**config.mk**
```make
export PLATFORM = sky130hd
export DESIGN_NAME = pdm_multi_flat
export DESIGN_NICKNAME = d
export VERILOG_FILES = /design/src/rtl/pdm_multi_if.sv /design/src/rtl/pdm_multi.sv /design/src/flat_wrapper.sv
export SDC_FILE = /design/constraint.sdc
export NUM_CORES = 1
export LEC_CHECK = 0
export BUFFER_PORTS_ARGS = -buffer_cell sky130_fd_sc_hd__buf_2
export CORE_MARGIN = 2
export CORE_UTILIZATION = 30
export DETAILED_ROUTE_END_ITERATION = 10
export HOLD_SLACK_MARGIN = 0.03
export RECOVER_POWER = 100
export SLEW_MARGIN = 0
export SYNTH_ARGS = -nofsm -noshare
export SYNTH_HDL_FRONTEND = slang
export SYNTH_SLANG_ARGS = --single-unit
export TNS_END_PERCENT = 20
```
**constraint.sdc**
```tcl
create_clock -name clk_in -period 31 [get_ports clk_in]
set_clock_uncertainty 0.05 [all_clocks]
set_input_delay 6.2 -clock clk_in [delete_from_list [all_inputs] [get_ports clk_in]]
set_output_delay 6.2 -clock clk_in [all_outputs]
set_load 0.05 [all_outputs]
```
**src/rtl/pdm_multi_if.sv**
```systemverilog
// Level-word handshake bundle for the multi-channel PDM.
// Master drives signed levels; slave returns ready.
interface pdm_multi_if #(
  parameter int WIDTH  = 8,
  parameter int NUM_CH = 2
);
  logic                    level_valid_in;
  logic [NUM_CH*WIDTH-1:0] level_in;
  logic                    level_ready_out;

  modport master (
    output level_valid_in,
    output level_in,
    input  level_ready_out
  );

  modport slave (
    input  level_valid_in,
    input  level_in,
    output level_ready_out
  );
endinterface

```
**src/rtl/pdm_multi.sv**
```systemverilog
// Multi-channel first/second-order pulse-density modulator
// with a double-buffered level input, stepped by tick_in.
module pdm_multi #(
  parameter int WIDTH  = 8,
  parameter int NUM_CH = 2,
  parameter int EXTRA  = 4
) (
  input  logic              clk_in,
  input  logic              rst_in,
  input  logic              tick_in,
  input  logic              mode_in,
  pdm_multi_if.slave        lvl,
  output logic [NUM_CH-1:0] pdm_out,
  output logic              underrun_out
);
  localparam int IW = WIDTH + EXTRA;
  localparam int SW = IW + 2;

  localparam logic signed [SW-1:0] FBP =
    (SW'(1) <<< (WIDTH-1)) - SW'(1);
  localparam logic signed [SW-1:0] FBN =
    -(SW'(1) <<< (WIDTH-1));
  localparam logic signed [SW-1:0] SMAX =
    (SW'(1) <<< (IW-1)) - SW'(1);
  localparam logic signed [SW-1:0] SMIN =
    -(SW'(1) <<< (IW-1));

  function automatic logic signed [IW-1:0] sat(
    input logic signed [SW-1:0] v
  );
    if (v > SMAX)      sat = SMAX[IW-1:0];
    else if (v < SMIN) sat = SMIN[IW-1:0];
    else               sat = v[IW-1:0];
  endfunction

  logic                    full;
  logic                    mode_q;
  logic [NUM_CH*WIDTH-1:0] hold;
  logic signed [WIDTH-1:0] act [NUM_CH];
  logic signed [IW-1:0]    i1  [NUM_CH];
  logic signed [IW-1:0]    i2  [NUM_CH];

  logic signed [WIDTH-1:0] xn  [NUM_CH];
  logic signed [SW-1:0]    fb  [NUM_CH];
  logic signed [SW-1:0]    s1  [NUM_CH];
  logic signed [SW-1:0]    s2  [NUM_CH];
  logic signed [IW-1:0]    i1n [NUM_CH];
  logic signed [IW-1:0]    i2n [NUM_CH];

  logic accept;
  logic clear;

  assign lvl.level_ready_out = ~full;
  assign accept = lvl.level_valid_in & ~full;
  assign clear  = mode_in ^ mode_q;

  always_comb begin
    pdm_out = '0;
    for (int c = 0; c < NUM_CH; c++) begin
      pdm_out[c] = mode_q ? ~i2[c][IW-1]
                          : ~i1[c][IW-1];
    end
  end

  // Sample precedence: buffered word, then bypass, then reuse.
  always_comb begin
    for (int c = 0; c < NUM_CH; c++) begin
      xn[c] = full   ? hold[c*WIDTH +: WIDTH] :
              accept ? lvl.level_in[c*WIDTH +: WIDTH] :
                       act[c];
      fb[c]  = pdm_out[c] ? FBP : FBN;
      s1[c]  = SW'(i1[c]) + SW'(xn[c]) - fb[c];
      i1n[c] = sat(s1[c]);
      s2[c]  = SW'(i2[c]) + SW'(i1n[c]) - fb[c];
      i2n[c] = sat(s2[c]);
    end
  end

  always_ff @(posedge clk_in) begin
    if (rst_in) begin
      full         <= 1'b0;
      mode_q       <= 1'b0;
      hold         <= '0;
      underrun_out <= 1'b0;
      for (int c = 0; c < NUM_CH; c++) begin
        act[c] <= '0;
        i1[c]  <= '0;
        i2[c]  <= '0;
      end
    end else begin
      underrun_out <= 1'b0;
      if (tick_in) begin
        mode_q       <= mode_in;
        full         <= 1'b0;
        underrun_out <= ~full & ~accept;
        for (int c = 0; c < NUM_CH; c++) begin
          act[c] <= xn[c];
          if (clear) begin
            i1[c] <= '0;
            i2[c] <= '0;
          end else begin
            i1[c] <= i1n[c];
            if (mode_q) i2[c] <= i2n[c];
          end
        end
      end else if (accept) begin
        hold <= lvl.level_in;
        full <= 1'b1;
      end
    end
  end
endmodule

```
**src/flat_wrapper.sv**
```systemverilog
// flat-port wrapper written by rule: the top's interface ports become plain ports
module pdm_multi_flat 
#(
  parameter int WIDTH  = 8,
  parameter int NUM_CH = 2,
  parameter int EXTRA  = 4
)
  (clk_in, rst_in, tick_in, mode_in, pdm_out, underrun_out, lvl_level_valid_in, lvl_level_in, lvl_level_ready_out);
  pdm_multi_if #(.WIDTH(WIDTH), .NUM_CH(NUM_CH)) lvl_i ();
  input  logic clk_in;
  input  logic rst_in;
  input  logic tick_in;
  input  logic mode_in;
  output logic [NUM_CH-1:0] pdm_out;
  output logic underrun_out;
  input wire logic [$bits(lvl_i.level_valid_in)-1:0] lvl_level_valid_in;
  input wire logic [$bits(lvl_i.level_in)-1:0] lvl_level_in;
  output wire logic [$bits(lvl_i.level_ready_out)-1:0] lvl_level_ready_out;
  assign lvl_i.level_valid_in = lvl_level_valid_in;
  assign lvl_i.level_in = lvl_level_in;
  assign lvl_level_ready_out = lvl_i.level_ready_out;
  pdm_multi #(.WIDTH(WIDTH), .NUM_CH(NUM_CH), .EXTRA(EXTRA)) u_core (.clk_in(clk_in), .rst_in(rst_in), .tick_in(tick_in), .mode_in(mode_in), .lvl(lvl_i), .pdm_out(pdm_out), .underrun_out(underrun_out));
endmodule
```
# After elaboration in Yosys (flattened, before gate mapping)
# Memory sizes are Yosys's and may differ from the RTL's.
# Cells that the tools add are included.
[classes] add_sub_neg=8 reduce_logical=3 bitwise_logic=20 magnitude_cmp=8 n_mux=44
[op_table] op="two-way mux 12 bit" count=16
[op_table] op="> comparator 14 x 12 -> 1 bit, second input constant" count=4
[op_table] op="< comparator 14 x 12 -> 1 bit, second input constant" count=4
[op_table] op="subtractor 14 bit" count=4
[op_table] op="two-way mux 8 bit" count=6
[op_table] op="two-way mux 14 bit" count=2
[op_table] op="adder 12 x 12 -> 13 bit" count=2
[op_table] op="adder 12 x 8 -> 13 bit" count=2
[op_table] op="two-way mux 1 bit" count=20
[op_table] op="bitwise OR 1 bit" count=10
[op_table] op="inverter 1 bit" count=7
[op_table] op="OR reduction 2 bit" count=2
[op_table] op="AND 1 bit" count=2
[op_table] op="AND reduction 2 bit" count=1
[op_table] op="XOR 1 bit" count=1
[word_totals] word_cells=90 input_bits=21 mem_count=3 reg_bits=19 ram_bits=64
[mem_list] memory="u_core.i1" words=2 width=12 rd=2 rd_clocked_by_memory_dff=0 wr=2 line_no="pdm_multi.sv:40" text="logic signed [IW-1:0] i1 [NUM_CH];"
[mem_list] memory="u_core.i2" words=2 width=12 rd=2 rd_clocked_by_memory_dff=0 wr=2 line_no="pdm_multi.sv:41" text="logic signed [IW-1:0] i2 [NUM_CH];"
[mem_list] memory="u_core.act" words=2 width=8 rd=2 rd_clocked_by_memory_dff=0 wr=2 line_no="pdm_multi.sv:39" text="logic signed [WIDTH-1:0] act [NUM_CH];"

# Depth between registers and ports, before layout
# Gate-level depths: netlist (run 1).
[logic_depth] depth_word=15 mapped_depth=38 ltp_nobuf=36

# Least setup slack after synthesis (run 1)
# Ideal clock, no wire load.
[synth_path] path_type="input port to flip-flop" from="in lvl_level_valid_in" to="mem u_core.i2[0][3] in the netlist's numbering, data pin" stages=36 path_buffers=2 path_slack_ns=16.807 arrival_ns=13.867 cell_sequence="clkbuf_1 > buf_2 > mux2i_1 > nor2_1 > a21oi_1 > inv_1 > ha_1 > a21o_1 > a21oi_1 > o21ai_0 > a2111oi_1 > o31ai_1 > a21oi_1 > xnor2_1 > ha_1 > a21o_1 > a21oi_1 > mux2i_1 > nand4b_1 > a21oi_2 > o21ai_1 > ha_1 > a21o_1 > a21oi_1 > nor2b_1 > or4_1 > a41o_1 > o41a_1 > xnor2_1 > ha_1 > nor3b_1 > a21boi_0 > o211ai_1 > and3_1 > a31oi_2 > o31ai_1"
[synth_lines] item="start, declared" line_no="flat_wrapper.sv:16" text="input wire logic [$bits(lvl_i.level_valid_in)-1:0] lvl_level_valid_in;"
[synth_lines] item="end, declared" line_no="pdm_multi.sv:41"

==> flow_summary.ini, run 1 <==
[synthesis]
ys_seq_area_share_pct = 28.05
ys_top_cells_by_area = edfxtp_1, ha_1, a21oi_1, xnor2_1, dfxtp_1
synth.ff_latch_count = 83
yosysMostFrequentCell = ha_1
synth_top_cell_by_area = edfxtp_1
syn_avg_cell_area_um2 = 8.862
synth_flop_cell = edfxtp_1
yosysWarnings = 0
ys_types = 81
synth_edf_count = 64
synthArstFlopShare_pct = 0
synth_fp_nets = 1057
netlist_top_cells_count = ha_1, a21oi_1, nand2_1, edfxtp_1, nor2_1
yosysTopAreaCellShare_pct = 23.42
postSynthCellCount = 926
netlist_area_mm2 = 0.008207

[clock_network]
clkLatencyLatePin_ns = 0.35
clkTransAtPathRegs_ns = 0.07
cts_sinks = 83
holdBufCountCts = 0
cts-root-buf = clkbuf_16
h-tree-depth = 3
cts_buffers = 9
cts_tree = done
ctsResizeCount = 0
clk_path_buf_depth = 2
post_cts_buffers = 0

[sta]
hold_slack_ns = 0.4059
hold_viol = 0
period_minus_slack_ns = 16.21
rsz0062_at_grt = no
tightest_slew_ns = 3.020
max_slew_margin_pct = -101.3
drv_slew = 42
setup-tns-final_ns = 0
setup_viol = 0
fin_ws_ns = 14.79
fmax_ghz = 0.06170
finalCritPeriodShare_pct = 52.28

[global_routing]
grt_pass1_vias = 6317
track_usage_pct = 13.18
grt_overflow = 0
top_usage_layer = met2
antenna_found_initial = 0
gr-usage-met1_pct = 18.76
use_met3_pct = 1.609
grt_max_degree = 42
grt_pass1_wl_um = 30840
grt.met2_usage_pct = 20.51

[outcome]
violations = capacitance limit, slew limit
outcome = complete, but fails checks

[floorplan]
die_area_mm2 = 0.02869
dieWidth_um = 169.4
core_mm2 = 0.02688
start_util_pct = 30.54
die_y_um = 169.4
placementRows = 60
io_pins = 25

[final_layout]
area_growth_pct = 8.782
fin_nets = 1071
diodes = 0
drive_gt1_share_pct = 6.138

[route]
wirelength_um = 18610
via_count = 6642
wire_per_inst_um = 14.47
via_per_inst = 5.165
drtAntennaViolNets = 0
drtPass1Iterations = 5
drc = 0
drt_iter0_drc = 444

[critical_path]
r2r_cells = 32
worstPathArrival_ns = 16.22
crit_required_ns = 31.02
path_max_fanout = 20
slowest_stage = clkbuf_1
slowest_delay_ns = 0.95
worstSetupPathType = input port to register
cp-start-kind = input port
path_common_cell = a21oi_1
cp-end-kind = register

[placement]
gp_congestion = 0.8250
place.port_buffers = 24
hpwl_um = 14390
place_ws_ns = 15.55

[flow_run]
cap_violations = 1

[hold_path]
whs_path_depth = 2
hold_class = register to register
## cell usage in the layout, fill, tap and decap left out, types with 15 or more instances in the layout
cell and count:
nor2_1 58, edfxtp_1 64, mux2i_1 20, nand3_1 15, nor2b_1 27, xnor2_1 46
a21o_1 21, inv_1 38, o21ai_0 67, ha_1 102, buf_2 19, nand2_1 80
nand2b_1 16, o21ai_1 31, dfxtp_1 19, o31ai_1 21, xor2_1 28, a21oi_1 92
## registers in the layout, summed over array words and instances (netlist names)
signal and count:
u_core.full 1, u_core.act 16, u_core.i1 24, u_core.mode_q 1
u_core.i2 24, u_core.hold 16, u_core.underrun_out 1
## kinds of logic (layout without fill, tap and decap cells)
kind of cell    count (synthesis)  count (layout)  synth area share (%)
xor+xnor                       75              75                 8.233
simple gates                  248             248                 14.58
mux                            21              21                 2.561
fa+ha+maj                     110             110                 17.50
flops                          83              83                 28.05
compound gates                326             326                 25.80
buf+inv                        63              82                 3.278
## critical path: cells and delay by family
family	cells	cell delay (ns)
simple gates	3	0.80
buf+inv	2	1.04
compound gates	22	5.85
fa+ha+maj	5	1.53
xor+xnor	2	0.30
mux	2	0.49
## cell type report
type,instances,area [µm²]
clock buffers,12,300.3
well taps,341,426.7
multi-input cells,780,5590
inverters,39,146.4
flip-flops and latches,83,2302
fillers,2733,17950
clock inverters,4,25.02
repair buffers,27,136.4
## through the flow
stage / instances / cell area (µm²) / utilization, %
after floorplan: 926 / 8207 / -
after global placement: 1270 / 8661 / 32.23
after detailed placement: 1270 / 8661 / 32.23
after CTS: 1286 / 8986 / 33.44
after global routing: 1286 / 8927 / 33.22
final: 1286 / 8927 / 33.22
## routing by layer
metal,part of all wire (%),up-vias,wire length (µm)
li1,-,3496,-
met1,53,3035,9774
met2,43,90,8038
met3,2.4,21,447
met4,1.9,0,348
met5,0,-,0
## final timing paths
path | start | end | slack (ns)
max | lvl_level_valid_in | u_core.i2[0][8] | 14.79
min | u_core.hold[11] | u_core.hold[11] | 0.41
min reg2reg | u_core.hold[11] | u_core.hold[11] | 0.41
max reg2reg | u_core.full | u_core.i2[1][5] | 20.66
Power of run 1 is not shown: default switching activity piles up to over one toggle a cycle in this logic, so the estimate is an artifact.
==> inputs of run 2 (changes only) <==
Clock period 31 ns to 15.6 ns, I/O delays scaled along.
==> flow_summary.ini, run 2 (synthesis gave the netlist of run 1 again) <==
[outcome]
outcome = complete, but fails checks
violations = capacitance limit, slew limit

[route]
drtPass1Iterations = 5
wire_per_inst_um = 14.42
drt_iter0_drc = 516
via_per_inst = 5.197
drtAntennaViolNets = 0
via_count = 6688
wirelength_um = 18560
drc = 0

[clock_network]
clkLatencyLatePin_ns = 0.34
clkTransAtPathRegs_ns = 0.07
cts_sinks = 83
cts-root-buf = clkbuf_16
post_cts_buffers = 0
ctsResizeCount = 0
cts_buffers = 9
holdBufCountCts = 0
h-tree-depth = 3
clk_path_buf_depth = 2
cts_tree = done

[hold_path]
whs_path_depth = 2
min_to = u_core.hold[0]
worstHoldStart = u_core.hold[0]
hold_class = register to register

[floorplan]
io_pins = 25
die_area_mm2 = 0.02869
core_mm2 = 0.02688
dieWidth_um = 169.4
die_y_um = 169.4
placementRows = 60
start_util_pct = 30.54

[critical_path]
r2r_cells = 34
slowest_stage = clkbuf_1
r2r_slack_ns = 5.35
cp-end-kind = register
r2r_end = u_core.i2[0][8]
worstSetupPathType = input port to register
path_common_cell = a21oi_1
reg2reg_from = u_core.full
slowest_delay_ns = 0.94
path_max_fanout = 20
crit_required_ns = 15.62
worstPathArrival_ns = 13.20
cp-start-kind = input port

[final_layout]
fillCellCount = 2797
top_regs = u_core.i1 x24, u_core.i2 x24
fin_nets = 1071
drive_gt1_share_pct = 5.926
final_cell_mix = ha_1, a21oi_1, nand2_1
final_common_cell = ha_1
area_growth_pct = 8.416

[sta]
setup-tns-final_ns = 0
rsz0062_at_grt = no
max_slew_margin_pct = -99.18
fmax_ghz = 0.07586
tightest_slew_ns = 2.988
hold_slack_ns = 0.4070
drv_slew = 42
hold_viol = 0
finalCritPeriodShare_pct = 84.50
period_minus_slack_ns = 13.18
setup_viol = 0

[global_routing]
grt_overflow = 0
grt_pass1_wl_um = 31080
grt_pass1_vias = 6470
antenna_found_initial = 2
track_usage_pct = 13.24
grt_max_degree = 42

[placement]
place.port_buffers = 24
gp_congestion = 0.8265
hpwl_um = 14300

[flow_run]
cap_violations = 1
run 2: changes by cell type in the layout (fill, tap and decap cells not counted):
| cell | change |
|---|---|
| clkbuf_16 | -2 |
| mux2i_1 | -1 |
| o21ai_0 | -2 |
| clkinvlp_4 | +1 |
| diode_2 | +1 |
| clkbuf_1 | +3 |
| o21ai_1 | +2 |
| mux2i_2 | +1 |
| buf_2 | -1 |
| clkbuf_8 | +1 |
| clkinv_4 | -1 |
| clkinv_2 | -1 |
run 2: final cells by class:
class	instances	area, µm²	area share [%]
flip-flops and latches	83	2302	25.88
repair buffers	27	135.1	1.519
diodes	1	2.502	0.02813
inverters	39	146.4	1.645
multi-input cells	780	5594	62.87
clock buffers	13	271.5	3.052
well taps	341	426.7	4.795
clock inverters	3	18.77	0.2109
run 2: metrics by stage:
step,instances,worst slack [ns],util (%),instance area [µm²]
after floorplan,926,4.487,-,8207
after global placement,1270,3.293,32.23,8661
after detailed placement,1270,3.218,32.23,8661
final,1287,2.418,33.11,8897
after global routing,1286,1.425,33.10,8895
after CTS,1286,3.513,33.31,8951
run 2: how the worst max path moves through the flow:
stage | start | end | slack [ns] | cells past startpoint
after floorplan | lvl_level_valid_in | u_core.i2[0][3] | 4.49 | 36
after global placement | lvl_level_valid_in | u_core.i2[0][3] | 3.29 | 36
after detailed placement | lvl_level_valid_in | u_core.i2[0][4] | 3.22 | 36
after CTS | lvl_level_valid_in | u_core.i2[0][4] | 3.51 | 36
after global routing | lvl_level_valid_in | u_core.i2[0][4] | 1.43 | 36
final | lvl_level_valid_in | u_core.i2[0][8] | 2.42 | 36
run 2: worst max-delay path: cells and delay by family:
kind	cells	cell delay [ns]
and+or+nand+nor	3	0.80
xor gates and xnor gates	2	0.31
AOI/OAI and AO/OA	22	5.91
adders and majority gates	5	1.52
buffers and inverters	2	1.02
muxes	2	0.49
run 2: layer usage:
layer | track usage, % | part of all wire (%)
met1 | 18.71 | 52
met2 | 20.85 | 44
met3 | 1.936 | 2.9
met4 | 4.088 | 1.6
met5 | 0 | 0.070
Power of run 2 is left out for the same reason.
==> inputs of run 3 (changes only) <==
Clock period 15.6 ns to 12.45 ns, I/O delays scaled along.
==> flow_summary.ini, run 3 (synthesis gave the netlist of run 1 again) <==
[clock_network]
clk_path_buf_depth = 2
holdBufCountCts = 0
cts_tree = done
post_cts_buffers = 0
cts-root-buf = clkbuf_16
cts_buffers = 9
h-tree-depth = 3
clkTransAtPathRegs_ns = 0.07
ctsResizeCount = 0
cts_sinks = 83
clkLatencyLatePin_ns = 0.35

[global_routing]
grt_overflow = 0
grt_max_degree = 42
grt_pass1_vias = 6327
grt_pass1_wl_um = 30690
track_usage_pct = 13.18
antenna_found_initial = 2

[route]
wirelength_um = 18600
drc = 0
wire_per_inst_um = 14.45
drt_iter0_drc = 483
drtPass1Iterations = 5
via_count = 6714
highest_layer = met4
wirelength_met1_um = 9786
routed-wl-met2_um = 8055
wl_met3_um = 412
drtAntennaViolNets = 0
via_per_inst = 5.217

[floorplan]
die_y_um = 169.4
placementRows = 60
dieWidth_um = 169.4
start_util_pct = 30.54
io_pins = 25
die_area_mm2 = 0.02869
core_mm2 = 0.02688

[sta]
hold_viol = 0
setup_viol = 0
fin_ws_ns = 1.068
drv_slew = 42
rsz0062_at_grt = no
period_minus_slack_ns = 11.38
fmax_ghz = 0.08786
tightest_slew_ns = 3.031
max_slew_margin_pct = -102.1
finalCritPeriodShare_pct = 91.42
setup-tns-final_ns = 0

[critical_path]
r2r_cells = 32
crit_buf_inv = 2
worstPathArrival_ns = 11.41
path_max_fanout = 20
slowest_delay_ns = 0.67
cp-end-kind = register
reg2reg_from = u_core.full
cp-start-kind = input port
path_delay_family = compound AO/OA/AOI/OAI gates
path_common_cell = a21oi_1
r2r_end = u_core.i2[1][4]
crit_required_ns = 12.48
worstSetupPathType = input port to register
slowest_stage = a2111oi_1
r2r_slack_ns = 2.77

[placement]
place_ws_ns = 0.7720
hpwl_um = 14300
place.port_buffers = 24
gp_congestion = 0.8286

[final_layout]
final_common_cell = ha_1
top_regs = u_core.i1 x24, u_core.i2 x24
final_cell_mix = ha_1, a21oi_1, nand2_1
area_growth_pct = 9.117
drive_gt1_share_pct = 6.349
multi_input_area_mm2 = 0.005604
fin_nets = 1071
seq_area_mm2 = 0.002302
fillCellCount = 2804

[outcome]
violations = capacitance limit, slew limit
outcome = complete, but fails checks

[hold_path]
hold_class = register to register
whs_path_depth = 2
min_to = u_core.hold[14]
worstHoldStart = u_core.hold[14]

[flow_run]
cap_violations = 1
## run 3: cell count changes in the layout (fill, tap and decap cells not counted), moves of 2 or more
cell       change
and2_0         -2
and2_1         +2
bufinv_16      +2
clkbuf_1       -2
o21ai_0        -9
o21ai_1        +9
## run 3: worst max path at each step
stage                       startpoint                to  slack [ns]  cells past startpoint
floorplan           lvl_level_valid_in   u_core.i2[0][3]        1.97                     36
global placement    lvl_level_valid_in   u_core.i2[0][3]        0.78                     36
detailed placement  lvl_level_valid_in   u_core.i2[0][4]        0.77                     36
CTS                 lvl_level_valid_in   u_core.i2[0][3]        1.09                     36
global route        lvl_level_valid_in  u_core.i2[1][10]        0.14                     34
finish              lvl_level_valid_in   u_core.i2[0][8]        1.07                     36
## run 3: final cells by class
| type | count | share of cell area [%] |
|---|---|---|
| Inverter | 39 | 1.635 |
| Clock buffer | 11 | 2.836 |
| Sequential cell | 83 | 25.71 |
| Antenna cell | 1 | 0.02794 |
| Timing Repair Buffer | 27 | 1.523 |
| Clock inverter | 5 | 0.9222 |
| Multi-Input combinational cell | 780 | 62.58 |
| Tap cell | 341 | 4.765 |
## run 3: per-stage QoR
step           instances  utilization (%)  hold WS [ns]  instance area (µm²)
2_1_floorplan        926                -        0.3864                 8207
3_3_place_gp        1270            32.23        0.3928                 8661
3_5_place_dp        1270            32.23        0.3995                 8661
4_1_cts             1286            33.48        0.4082                 8997
5_1_grt             1286            33.31        0.4172                 8952
6_report            1287            33.32        0.4048                 8955
## run 3: layer usage
metal | up-vias | GRT usage [%]
li1 | 3507 | -
met2 | 73 | 20.89
met4 | 0 | 4.682
met5 | - | 0
met1 | 3115 | 18.31
met3 | 19 | 1.866
## run 3: worst register-to-register path, delay by kind of cell, from the launching register on
| kind | cells | cell delay (ns) |
|---|---|---|
| buffers and inverters | 1 | 0.08 |
| XOR/XNOR | 3 | 0.47 |
| flip-flops | 1 | 1.03 |
| adder cells (fa/ha/maj) | 4 | 1.30 |
| AND/OR/NAND/NOR | 7 | 1.32 |
| AO/OA/AOI/OAI | 17 | 5.12 |
Power of run 3 is left out for the same reason.
